## config.mk

```make
export PLATFORM = sky130hd
export DESIGN_NAME = demux_1to32_reg
export DESIGN_NICKNAME = d
export VERILOG_FILES = /design/src/rtl/demux_pkg.sv /design/src/rtl/decoder_5to32.sv /design/src/rtl/demux_1to32_reg.sv
export SDC_FILE = /design/constraint.sdc
export NUM_CORES = 1
export LEC_CHECK = 0
export CORE_UTILIZATION = 40
export CTS_BUF_LIST = sky130_fd_sc_hd__clkbuf_4
export DETAILED_ROUTE_END_ITERATION = 12
export PLACE_DENSITY_LB_ADDON = 0.05
export SLEW_MARGIN = 10
export SYNTH_ARGS = -nofsm -noshare
export SYNTH_HDL_FRONTEND = slang
export SYNTH_SLANG_ARGS = --single-unit
```

## constraint.sdc

```tcl
create_clock -name clk -period 2.3 [get_ports clk]
set_clock_uncertainty 0.2 [all_clocks]
set_input_delay 0.575 -clock clk [delete_from_list [all_inputs] [get_ports clk]]
set_output_delay 0.575 -clock clk [all_outputs]
set_load 0.1 [all_outputs]
```

## src/rtl/demux_pkg.sv

```systemverilog
// Shared constants and FSM state encoding for the 1-to-32 bit demux / word assembler.
package demux_pkg;

  localparam int unsigned WIDTH = 32;
  localparam int unsigned SEL_W = 5;

  typedef enum logic [1:0] {
    ST_IDLE = 2'd0,
    ST_FILL = 2'd1,
    ST_HOLD = 2'd2
  } state_t;

endpackage

```

## src/rtl/decoder_5to32.sv

```systemverilog
// Index to one-hot write-enable decoder, gated by the transfer strobe. Purely combinational.
module decoder_5to32
  import demux_pkg::*;
#(
  parameter int unsigned P_WIDTH = WIDTH,
  parameter int unsigned P_SEL_W = SEL_W
) (
  input  logic [P_SEL_W-1:0] i_idx,
  input  logic               i_en,
  output logic [P_WIDTH-1:0] o_onehot
);

  always_comb begin
    o_onehot = '0;
    if (i_en) begin
      o_onehot[i_idx] = 1'b1;
    end
  end

endmodule

```

## src/rtl/demux_1to32_reg.sv

```systemverilog
// Registered 1-to-32 bit demultiplexer that reassembles bit-serial data into a word.
// Optional DEMUX_PARITY_EN adds a registered even-parity output valid with word_valid.
module demux_1to32_reg
  import demux_pkg::*;
(
  input  logic             clk,
  input  logic             rst,
  input  logic             start,
  input  logic             in_valid,
  output logic             in_ready,
  input  logic             in_bit,
  input  logic [SEL_W-1:0] sel,
  input  logic             auto_inc,
  output logic [WIDTH-1:0] Y,
  output logic [WIDTH-1:0] written,
`ifdef DEMUX_PARITY_EN
  output logic             parity,
`endif
  output logic             word_valid,
  output logic             busy
);

  state_t           r_state;
  logic [WIDTH-1:0] r_y;
  logic [WIDTH-1:0] r_written;
  logic [SEL_W-1:0] r_cnt;
  logic             r_word_valid;
  logic             r_busy;
  logic             r_parity;

  logic             w_xfer;
  logic [SEL_W-1:0] w_idx;
  logic [WIDTH-1:0] w_we;
  logic [WIDTH-1:0] w_y_nxt;
  logic [WIDTH-1:0] w_written_nxt;
  logic             w_done;

  // A restart request wins over a coincident transfer, so the bit is dropped.
  assign w_xfer        = in_valid & r_busy & ~start;
  assign w_idx         = auto_inc ? r_cnt : sel;
  assign w_y_nxt       = in_bit ? (r_y | w_we) : (r_y & ~w_we);
  assign w_written_nxt = r_written | w_we;
  assign w_done        = w_xfer & (&w_written_nxt);

  decoder_5to32 #(
    .P_WIDTH (WIDTH),
    .P_SEL_W (SEL_W)
  ) u_dec (
    .i_idx    (w_idx),
    .i_en     (w_xfer),
    .o_onehot (w_we)
  );

  always_ff @(posedge clk) begin
    if (rst) begin
      r_state      <= ST_IDLE;
      r_y          <= '0;
      r_written    <= '0;
      r_cnt        <= '0;
      r_word_valid <= 1'b0;
      r_busy       <= 1'b0;
      r_parity     <= 1'b0;
    end else begin
      r_word_valid <= 1'b0;
      if (start) begin
        // Any state: begin a fresh word.
        r_state   <= ST_FILL;
        r_busy    <= 1'b1;
        r_y       <= '0;
        r_written <= '0;
        r_cnt     <= '0;
        r_parity  <= 1'b0;
      end else begin
        case (r_state)
          ST_IDLE: r_state <= ST_IDLE;
          ST_FILL: begin
            if (w_xfer) begin
              r_y       <= w_y_nxt;
              r_written <= w_written_nxt;
              if (auto_inc) begin
                r_cnt <= r_cnt + SEL_W'(1);
              end
              if (w_done) begin
                r_state      <= ST_HOLD;
                r_busy       <= 1'b0;
                r_word_valid <= 1'b1;
                r_parity     <= ^w_y_nxt;
              end
            end
          end
          ST_HOLD: r_state <= ST_HOLD;
          default: begin
            r_state <= ST_IDLE;
            r_busy  <= 1'b0;
          end
        endcase
      end
    end
  end

  assign Y          = r_y;
  assign written    = r_written;
  assign word_valid = r_word_valid;
  assign busy       = r_busy;
  assign in_ready   = r_busy;
`ifdef DEMUX_PARITY_EN
  assign parity     = r_parity;
`else
  logic w_unused_parity;
  assign w_unused_parity = r_parity;
`endif

endmodule

```

## Word-level counts from Yosys, hierarchy flattened

Cells that the tools add are included.

- Flip-flop bits (word level): 73
- Input port bits: 11
- Output and inout bits: 67
- Word-level logic and storage cells: 52

- Add/sub/neg operators: 1
- Magnitude comparators: 2
- Equal/unequal tests: 7
- Multiplexer cells: 14
- Bitwise gates (word level): 10
- Reductions and logical operators: 11

Operators by type and width:

| cell | number |
|---|---|
| $mux W32 | 2 |
| $or A32 B32 Y32 | 2 |
| $and A32 B32 Y32 | 1 |
| $not A32 Y32 | 1 |
| $reduce_and A32 Y1 | 1 |
| $lt A5 B6 Y1 const B | 1 |
| $mux W1 | 6 |
| $ne A3 B3 Y1 const B | 2 |
| $reduce_and A2 Y1 | 3 |
| $reduce_and A3 Y1 | 2 |
| $add A5 B1 Y5 const B | 1 |
| $demux W1 S5 | 1 |
| $ge A5 B1 Y1 const B | 1 |
| $mux W5 | 1 |
| $mux W2 | 2 |
| $ne A2 B2 Y1 const B | 2 |
| $pmux W2 S2 | 1 |
| $reduce_or A2 Y1 | 2 |
| $reduce_or A4 Y1 | 1 |
| $and A1 B1 Y1 | 3 |
| $not A1 Y1 | 3 |
| $eq A2 B1 Y1 const B | 1 |
| $eq A2 B2 Y1 const B | 1 |
| $logic_not A2 Y1 | 1 |
| other kinds (3) | 3 |

## Logic depth before layout (Yosys ltp)

Gate-level depths: netlist of the first run.

- Depth after elaboration: 13
- Mapped depth: 9
- Depth with buffers taken out: 8

## Hierarchy

Synthesis of the first run repeated with hierarchy kept, for this count alone.

- Cells, all modules: 435
- Area, all modules: 3234.4 µm²

By module, submodules not included:

| module | times used | cells an instance | area each (µm²) | seq. area each (µm²) |
|---|---|---|---|---|
| demux_1to32_reg | 1 | 388 | 3004.1 | 1461.4 |
| decoder_5to32 | 1 | 47 | 230.2 | 0.0 |

## Worst setup path after synthesis of the first run

No wires, ideal clock.

- Path kind: register to register
- Start point: reg r_busy (netlist: busy)
- End point: reg r_state[1]
- Library setup time: 0.062 ns
- Arrival time: 2.726 ns
- Data required time: 2.038 ns
- Slack: -0.688 ns
- Cell stages (with the launch flop): 9
- Buffers on the path: 1
- Clock period less this slack: 2.988 ns
- Cells stage by stage: dfxtp_1 nand3b_1 nor2_4 buf_6 a31oi_1 nor4_1 nand4_1 or4_1 nand3_1

- Longest elaborated chain between the ends: 8
- Elaborated cells on any way between the ends: 9
- Classes of those cells: eq/ne (2); mux (1); bitwise (4); reduce/logical (2)

Ends and longest elaborated chain:

| element | line | text |
|---|---|---|
| start, declared | demux_1to32_reg.sv:28 | `logic r_busy;` |
| start signal, assigned | demux_1to32_reg.sv:61 | `r_busy <= 1'b0;` |
| start signal, assigned | demux_1to32_reg.sv:68 | `r_busy <= 1'b1;` |
| start signal, assigned | demux_1to32_reg.sv:85 | `r_busy <= 1'b0;` |
| $and A1 B1 Y1 (*) (2 in a row) | demux_1to32_reg.sv:39 | `assign w_xfer = in_valid & r_busy & ~start;` |
| $mux W32 | decoder_5to32.sv:15 | `if (i_en) begin` |
| $or A32 B32 Y32 | demux_1to32_reg.sv:42 | `assign w_written_nxt = r_written \| w_we;` |
| $reduce_and A32 Y1 | demux_1to32_reg.sv:43 | `assign w_done = w_xfer & (&w_written_nxt);` |
| $and A1 B1 Y1 | demux_1to32_reg.sv:43 |  |
| $ne A2 B2 Y1 (no line) | - |  |
| $reduce_and A2 Y1 (no line) (*) | - |  |
| end signal, assigned | demux_1to32_reg.sv:56 | `r_state <= ST_IDLE;` |
| end signal, assigned | demux_1to32_reg.sv:67 | `r_state <= ST_FILL;` |
| end signal, assigned | demux_1to32_reg.sv:75 | `ST_IDLE: r_state <= ST_IDLE;` |
| end, declared | demux_1to32_reg.sv:23 | `state_t r_state;` |

Mark *: on every way between the ends. The rest lies on a longest branch, timed or not.
A chain may end at the register's enable or synchronous reset.

## Final worst setup path of the first run

- Start point: in sel[2]
- End point: reg r_word_valid (netlist: word_valid)

- Longest elaborated chain between the ends: 10
- Elaborated cells on any way between the ends: 11
- Classes of those cells: order compare (2); mux (5); bitwise (2); reduce/logical (2)

Ends and longest elaborated chain:

| element | line | text |
|---|---|---|
| start, declared | demux_1to32_reg.sv:12 | `input logic [SEL_W-1:0] sel,` |
| $mux W5 (*) | demux_1to32_reg.sv:40 | `assign w_idx = auto_inc ? r_cnt : sel;` |
| $lt A5 B6 Y1 (not written as such) / $ge A5 B1 Y1 (equally long branches) | decoder_5to32.sv:16 | `o_onehot[i_idx] = 1'b1;` |
| $logic_and A1 B1 Y1 (not written as such) | decoder_5to32.sv:16 |  |
| $mux W1 (not written as such) | decoder_5to32.sv:16 |  |
| $demux W1 S5 (*) | - |  |
| $mux W32 (*) | decoder_5to32.sv:15 |  |
| $or A32 B32 Y32 (*) | demux_1to32_reg.sv:42 |  |
| $reduce_and A32 Y1 (*) | demux_1to32_reg.sv:43 |  |
| $and A1 B1 Y1 (*) | demux_1to32_reg.sv:43 |  |
| $mux W1 (*) | demux_1to32_reg.sv:83 | `if (w_done) begin` |
| end signal, assigned | demux_1to32_reg.sv:60 | `r_word_valid <= 1'b0;` |
| end signal, assigned | demux_1to32_reg.sv:64 | `r_word_valid <= 1'b0;` |
| end signal, assigned | demux_1to32_reg.sv:86 | `r_word_valid <= 1'b1;` |
| end, declared | demux_1to32_reg.sv:27 | `logic r_word_valid;` |

Marked as above.

==> results.yml, run 1 <==
power:
  power_switching_uw: 650
  p_int_mw: 1.84
  irDropWorstVdd_uv: 262
  power_mw: 2.49
  seqPwrFrac_pct: 51.0
  pwr-share-comb_pct: 11.4
  p_per_area_mw_per_mm2: 440
  leakagePower_nw: 2.07
  switching_share_pct: 26.1
  p_clk_share_pct: 37.7
grt:
  grt_pass1_wl_mm: 17.6
  grt-ovfl-total: 0
  grt_util_all_layers_pct: 26.3
  grt_antenna_before_repair: 0
  grt_max_degree: 56
  first_global_vias: 3535
cells_and_area:
  design_area_mm2: 0.00566
  final-instance-count-excl-fill: 687
  insertedDiodeCount: 0
  fin_nets: 592
  synthToLayoutAreaGrowth_pct: 68.0
  post_route_cells_drive_above_1_share_pct: 41.4
timing:
  fmax_mhz: 413
  tns_ns: -0.416
  slew_headroom_pct: 72.0
  timing.final.crit_share_pct: 105
  hold_viol: 0
  fin_crit_ns: 2.42
  setup_viol: 4
  drv_slew: 0
  tightest_slew_ns: 0.417
  timing.final.ws_setup_ns: -0.120
  grt_setup_unrepaired: "true"
die:
  fp.dieW_um: 93.8
  core_mm2: 0.00818
  rows: 33
  dieArea_mm2: 0.00879
  io_pins: 78
  start_util_pct: 41.2
  die_y_um: 93.8
synth:
  syn_nets: 439
  synth_seq_cells: 73
  synth_top_area_cell: "dfxtp_1"
  yosysMostFrequentCell: "nor2_1"
  synthArstFlopShare_pct: 0
  yosysWarnings: 0
  avgSynthCellArea_um2: 7.95
  syn_inst: 424
  synth_top_area_share_pct: 43.4
  synth_area_mm2: 0.00337
  synth_edf_count: 0
  synth_cell_types: 44
  ys.flop_type: "dfxtp_1"
  seq_area_frac_synth_pct: 43.4
  synth_area_leaders: "dfxtp_1, nor2_1, nand2_1, a31oi_1, a21oi_1"
  synth_common_cells: "nor2_1, dfxtp_1, nand2_1"
placement:
  placed_area_mm2: 0.00488
  dp.cells: 640
  port_buffers: 77
  routabilityCongestion: 0.877
  dp_hpwl_mm: 7.70
cts:
  postCtsHoldBufs: 0
  root_buffer: "clkbuf_4"
  clk_pin_slew_ns: 0.13
  htree_levels: 3
  clk_latency_ns: 0.42
  numCtsBuffers: 9
  clockBufferDepth: 2
  cts_tree: "yes"
  cts_sinks: 73
detailed_routing:
  ant_nets: 0
  num_vias: 3698
  drt_iter0_drc: 155
  wirelength_mm: 11.3
  wl_per_cell_um: 16.4
  viasPerCell: 5.38
  drc: 0
  dr.pass1.iters: 4
setup_path:
  cp-start-kind: "primary input"
  rr_startpoint: "r_cnt[0]"
  crit_start: "sel[2]"
  crit_path_max_fanout: 3
  cp.arrival_ns: 2.58
  cp.required_ns: 2.46
  crit_type: "in -> reg"
  worstSetupEndpointType: "register"
status:
  violations: "negative setup slack"
  status: "finished with violations"
worst_hold_path:
  hold_class: "reg -> reg"
flow_run:
  cap_violations: 0
[layout by cell type, fill, tap and decap left out, types with 4 or more instances in the layout]
cell type	instances
nand3_1	7
ha_1	4
nand2_1	49
dfxtp_1	66
nand4_1	6
dfxtp_2	6
a31oi_4	8
a31oi_2	7
inv_1	7
nor4_2	8
nor2_1	85
a21oi_1	31
o21a_1	14
o21ai_0	31
buf_12	39
a31oi_1	12
buf_4	110
nand3b_1	4
o21ai_2	4
clkbuf_4	11
nor3_2	6
[timing repair]
item | in CTS | in global routing
resized for setup | 63 | 36
buffers inserted | 17 | 13
gates cloned | 1 | 0
pin swaps | 29 | 18
setup endpoints to repair | 13 | 4
hold endpoints to repair | 0 | 0
[metal layers]
layer / track usage (%) / wire, µm
met2: 43.1 / 5500
met3: 4.29 / 515
met4: 10.9 / 174
met5: 0 / 0
met1: 34.1 / 5070
[cells by family (layout without fill, tap and decap cells)]
| kind of cell | Yosys count | count (layout) | synth area share, % |
|---|---|---|---|
| AOI/OAI and AO/OA | 120 | 120 | 22.3 |
| adders and majority gates | 4 | 4 | 1.49 |
| and+or+nand+nor | 187 | 188 | 25.0 |
| muxes | 6 | 6 | 1.97 |
| xor gates and xnor gates | 4 | 4 | 1.04 |
| buffers and inverters | 30 | 187 | 4.86 |
| DFF | 73 | 73 | 43.4 |
[cell type report]
class                           count  area (µm²)
Tap cell                          105         131
Clock buffer                       10        75.1
Clock inverter                      6        90.1
Sequential cell                    73        1470
Fill cell                         667        2520
Timing Repair Buffer              164        1750
Multi-Input combinational cell    322        2110
Inverter                            7        26.3
[worst max-delay path, stage by stage]
cell           delay, ns
dlygate4sd2_1       0.25
buf_4               0.16
nor4_4              0.26
a21o_1              0.11
a31oi_1             0.12
buf_4               0.16
nor3_2              0.17
nand4_1             0.11
or4_4               0.56
nor3_2              0.10
[power groups by stage]
stage	sequential, mW	clock, mW	combinational (mW)
4_1_cts	1.27	0.967	0.252
2_1_floorplan	1.31	0	0.107
5_1_grt	1.27	1.03	0.299
3_5_place_dp	1.30	0	0.218
6_report	1.27	0.939	0.283
3_3_place_gp	1.30	0	0.215
[through the flow]
step | setup WS (ns) | util (%) | hold slack [ns]
after floorplan | -0.204 | - | 0.297
after global placement | -1.02 | 59.7 | 0.259
after detailed placement | -1.02 | 59.7 | 0.269
after CTS | -0.150 | 66.3 | 0.287
after global routing | -0.194 | 69.2 | 0.307
final | -0.120 | 69.2 | 0.286
[worst paths after layout]
path                     end  slack [ns]  cells after the start
setup / recovery  word_valid       -0.12                     10
setup reg to reg  r_state[1]       -0.08                      9
hold / removal      register        0.29                      2
hold reg to reg     register        0.29                      2
(Power assumes the default switching activity.)
==> run 2, diff against run 1 <==
- CORE_ASPECT_RATIO: not set -> 1.2
- CORE_UTILIZATION: 40 -> 35
- REMOVE_ABC_BUFFERS: not set -> 1
==> results.yml, run 2 (synthesized netlist as in run 1, its figures left out) <==
detailed_routing:
  drc: 0
  wl_met1_mm: 5.15
  dr_wl_met3_um: 515
  wl_met2_mm: 5.75
  num_vias: 3625
  wl_per_cell_um: 16.8
  dr.pass1.iters: 4
  ant_nets: 0
  wirelength_mm: 11.6
  viasPerCell: 5.27
  drt_iter0_drc: 166
  top_layer_used: "met4"
cells_and_area:
  layout_common_cells: "nor2_1, buf_4, dfxtp_1"
  layout.cells.most_common: "nor2_1"
  final-instance-count-excl-fill: 688
  synthToLayoutAreaGrowth_pct: 67.7
  fin_util_pct: 61.6
  post_route_cells_drive_above_1_share_pct: 37.5
  insertedDiodeCount: 0
  design_area_mm2: 0.00565
  fin_nets: 578
timing:
  fmax_mhz: 416
  fin_crit_ns: 2.41
  grt_setup_unrepaired: "true"
  hold_viol: 0
  setup_viol: 3
  drv_slew: 0
  slew_headroom_pct: 75.7
  timing.final.ws_setup_ns: -0.106
  tightest_slew_ns: 0.362
  timing.final.crit_share_pct: 105
setup_path:
  cp.required_ns: 2.46
  worst-path-buf-inv: 3
  worstSetupEndpointType: "register"
  crit_path_max_fanout: 7
  cp_slowest_cell: "or4_4"
  reg2reg_slack_ns: -0.07
  cp-start-kind: "primary input"
  cp.arrival_ns: 2.56
  slowest_delay_ns: 0.50
  cp_cell_sequence: "clkbuf_4 -> mux2_4 -> nor2_4 -> buf_12 -> buf_6 -> nand3_2 -> a21o_1 -> a32o_2 -> or4_4 -> nor3_2"
  crit_type: "in -> reg"
  cp_top_family: "simple AND/OR/NAND/NOR gates"
cts:
  clockBufferDepth: 2
  clk_latency_ns: 0.42
  cts_tree: "yes"
  root_buffer: "clkbuf_4"
  htree_levels: 3
  numCtsBuffers: 9
  clk_pin_slew_ns: 0.13
  cts_sinks: 73
placement:
  dp_hpwl_mm: 7.87
  placed_area_mm2: 0.00497
  pre_cts_ws_ns: -0.999
  port_buffers: 77
  dp.cells: 649
  routabilityCongestion: 0.825
grt:
  grt_max_degree: 33
  grt_util_all_layers_pct: 23.0
  grt_pass1_wl_mm: 17.6
  grt_antenna_before_repair: 0
  grt-ovfl-total: 0
  first_global_vias: 3387
power:
  power_switching_uw: 654
  p_clk_share_pct: 34.8
  leakagePower_nw: 2.01
  switching_share_pct: 27.4
  seqPwrFrac_pct: 53.1
  power_mw: 2.39
  irDropWorstVdd_uv: 268
  pwr-share-comb_pct: 12.0
  p_int_mw: 1.73
  p_per_area_mw_per_mm2: 423
die:
  rows: 38
  core_mm2: 0.00918
  die_y_um: 109
  dieArea_mm2: 0.0100
  start_util_pct: 36.7
  io_pins: 78
  fp.dieW_um: 91.6
status:
  status: "finished with violations"
  violations: "negative setup slack"
flow_run:
  cap_violations: 0
worst_hold_path:
  hold_class: "reg -> reg"
## run 2: changes by cell type in the layout (fill, tap and decap cells not counted), sizes merged
cell,previous run,this run
clkbuf,14,15
bufinv,2,1
inv,9,8
buf,154,139
clkinv,0,2
## run 2: area by class of cell
| cell class | count | area [µm²] |
|---|---|---|
| clock buffer | 10 | 75.1 |
| clock inverter | 6 | 67.6 |
| tap | 120 | 150 |
| inverter | 7 | 26.3 |
| sequential | 73 | 1470 |
| fill | 800 | 3530 |
| multi-input combinational | 322 | 2040 |
| timing repair buffer | 150 | 1820 |
## run 2: per-layer routing
layer  track usage (%)  vias to the layer above
li1                  -                     1778
met5                 0                        -
met3              4.56                       12
met2              40.8                       98
met4              6.46                        0
met1              28.3                     1737
## run 2: what timing repair did
| item | CTS | global route |
|---|---|---|
| gates cloned | 2 | 1 |
| buffers inserted | 10 | 11 |
| hold buffers | 0 | 0 |
| pin swaps | 25 | 23 |
| gates resized for setup | 40 | 44 |
| setup endpoints to repair | 13 | 4 |
## run 2: final timing paths
check / from / cells after the start / endpoint
worst max-delay path: auto_inc / 10 / word_valid
worst min-delay path: register / 2 / register
worst max register to register: r_cnt[0] / 9 / word_valid
worst min register to register: register / 2 / register
## run 2: worst min-delay path: cells and delay by family, from the launching register on
family         cells  cell delay, ns
AO/OA/AOI/OAI      2            0.13
flip-flops         1            0.33
## run 2: per-stage QoR
| step | TNS (ns) | hold WS [ns] |
|---|---|---|
| 3_5_place_dp | -26.43 | 0.267 |
| 5_1_grt | -0.469 | 0.306 |
| 4_1_cts | -0.258 | 0.285 |
| 2_1_floorplan | -62.48 | 0.297 |
| 3_3_place_gp | -25.73 | 0.264 |
| 6_report | -0.266 | 0.284 |
## run 2: power groups by stage
stage / logic, mW / clock network, mW / registers, mW
CTS: 0.255 / 0.851 / 1.27
detailed placement: 0.227 / 0 / 1.30
finish: 0.287 / 0.832 / 1.27
global route: 0.303 / 0.912 / 1.27
floorplan: 0.0731 / 0 / 1.32
global placement: 0.225 / 0 / 1.30
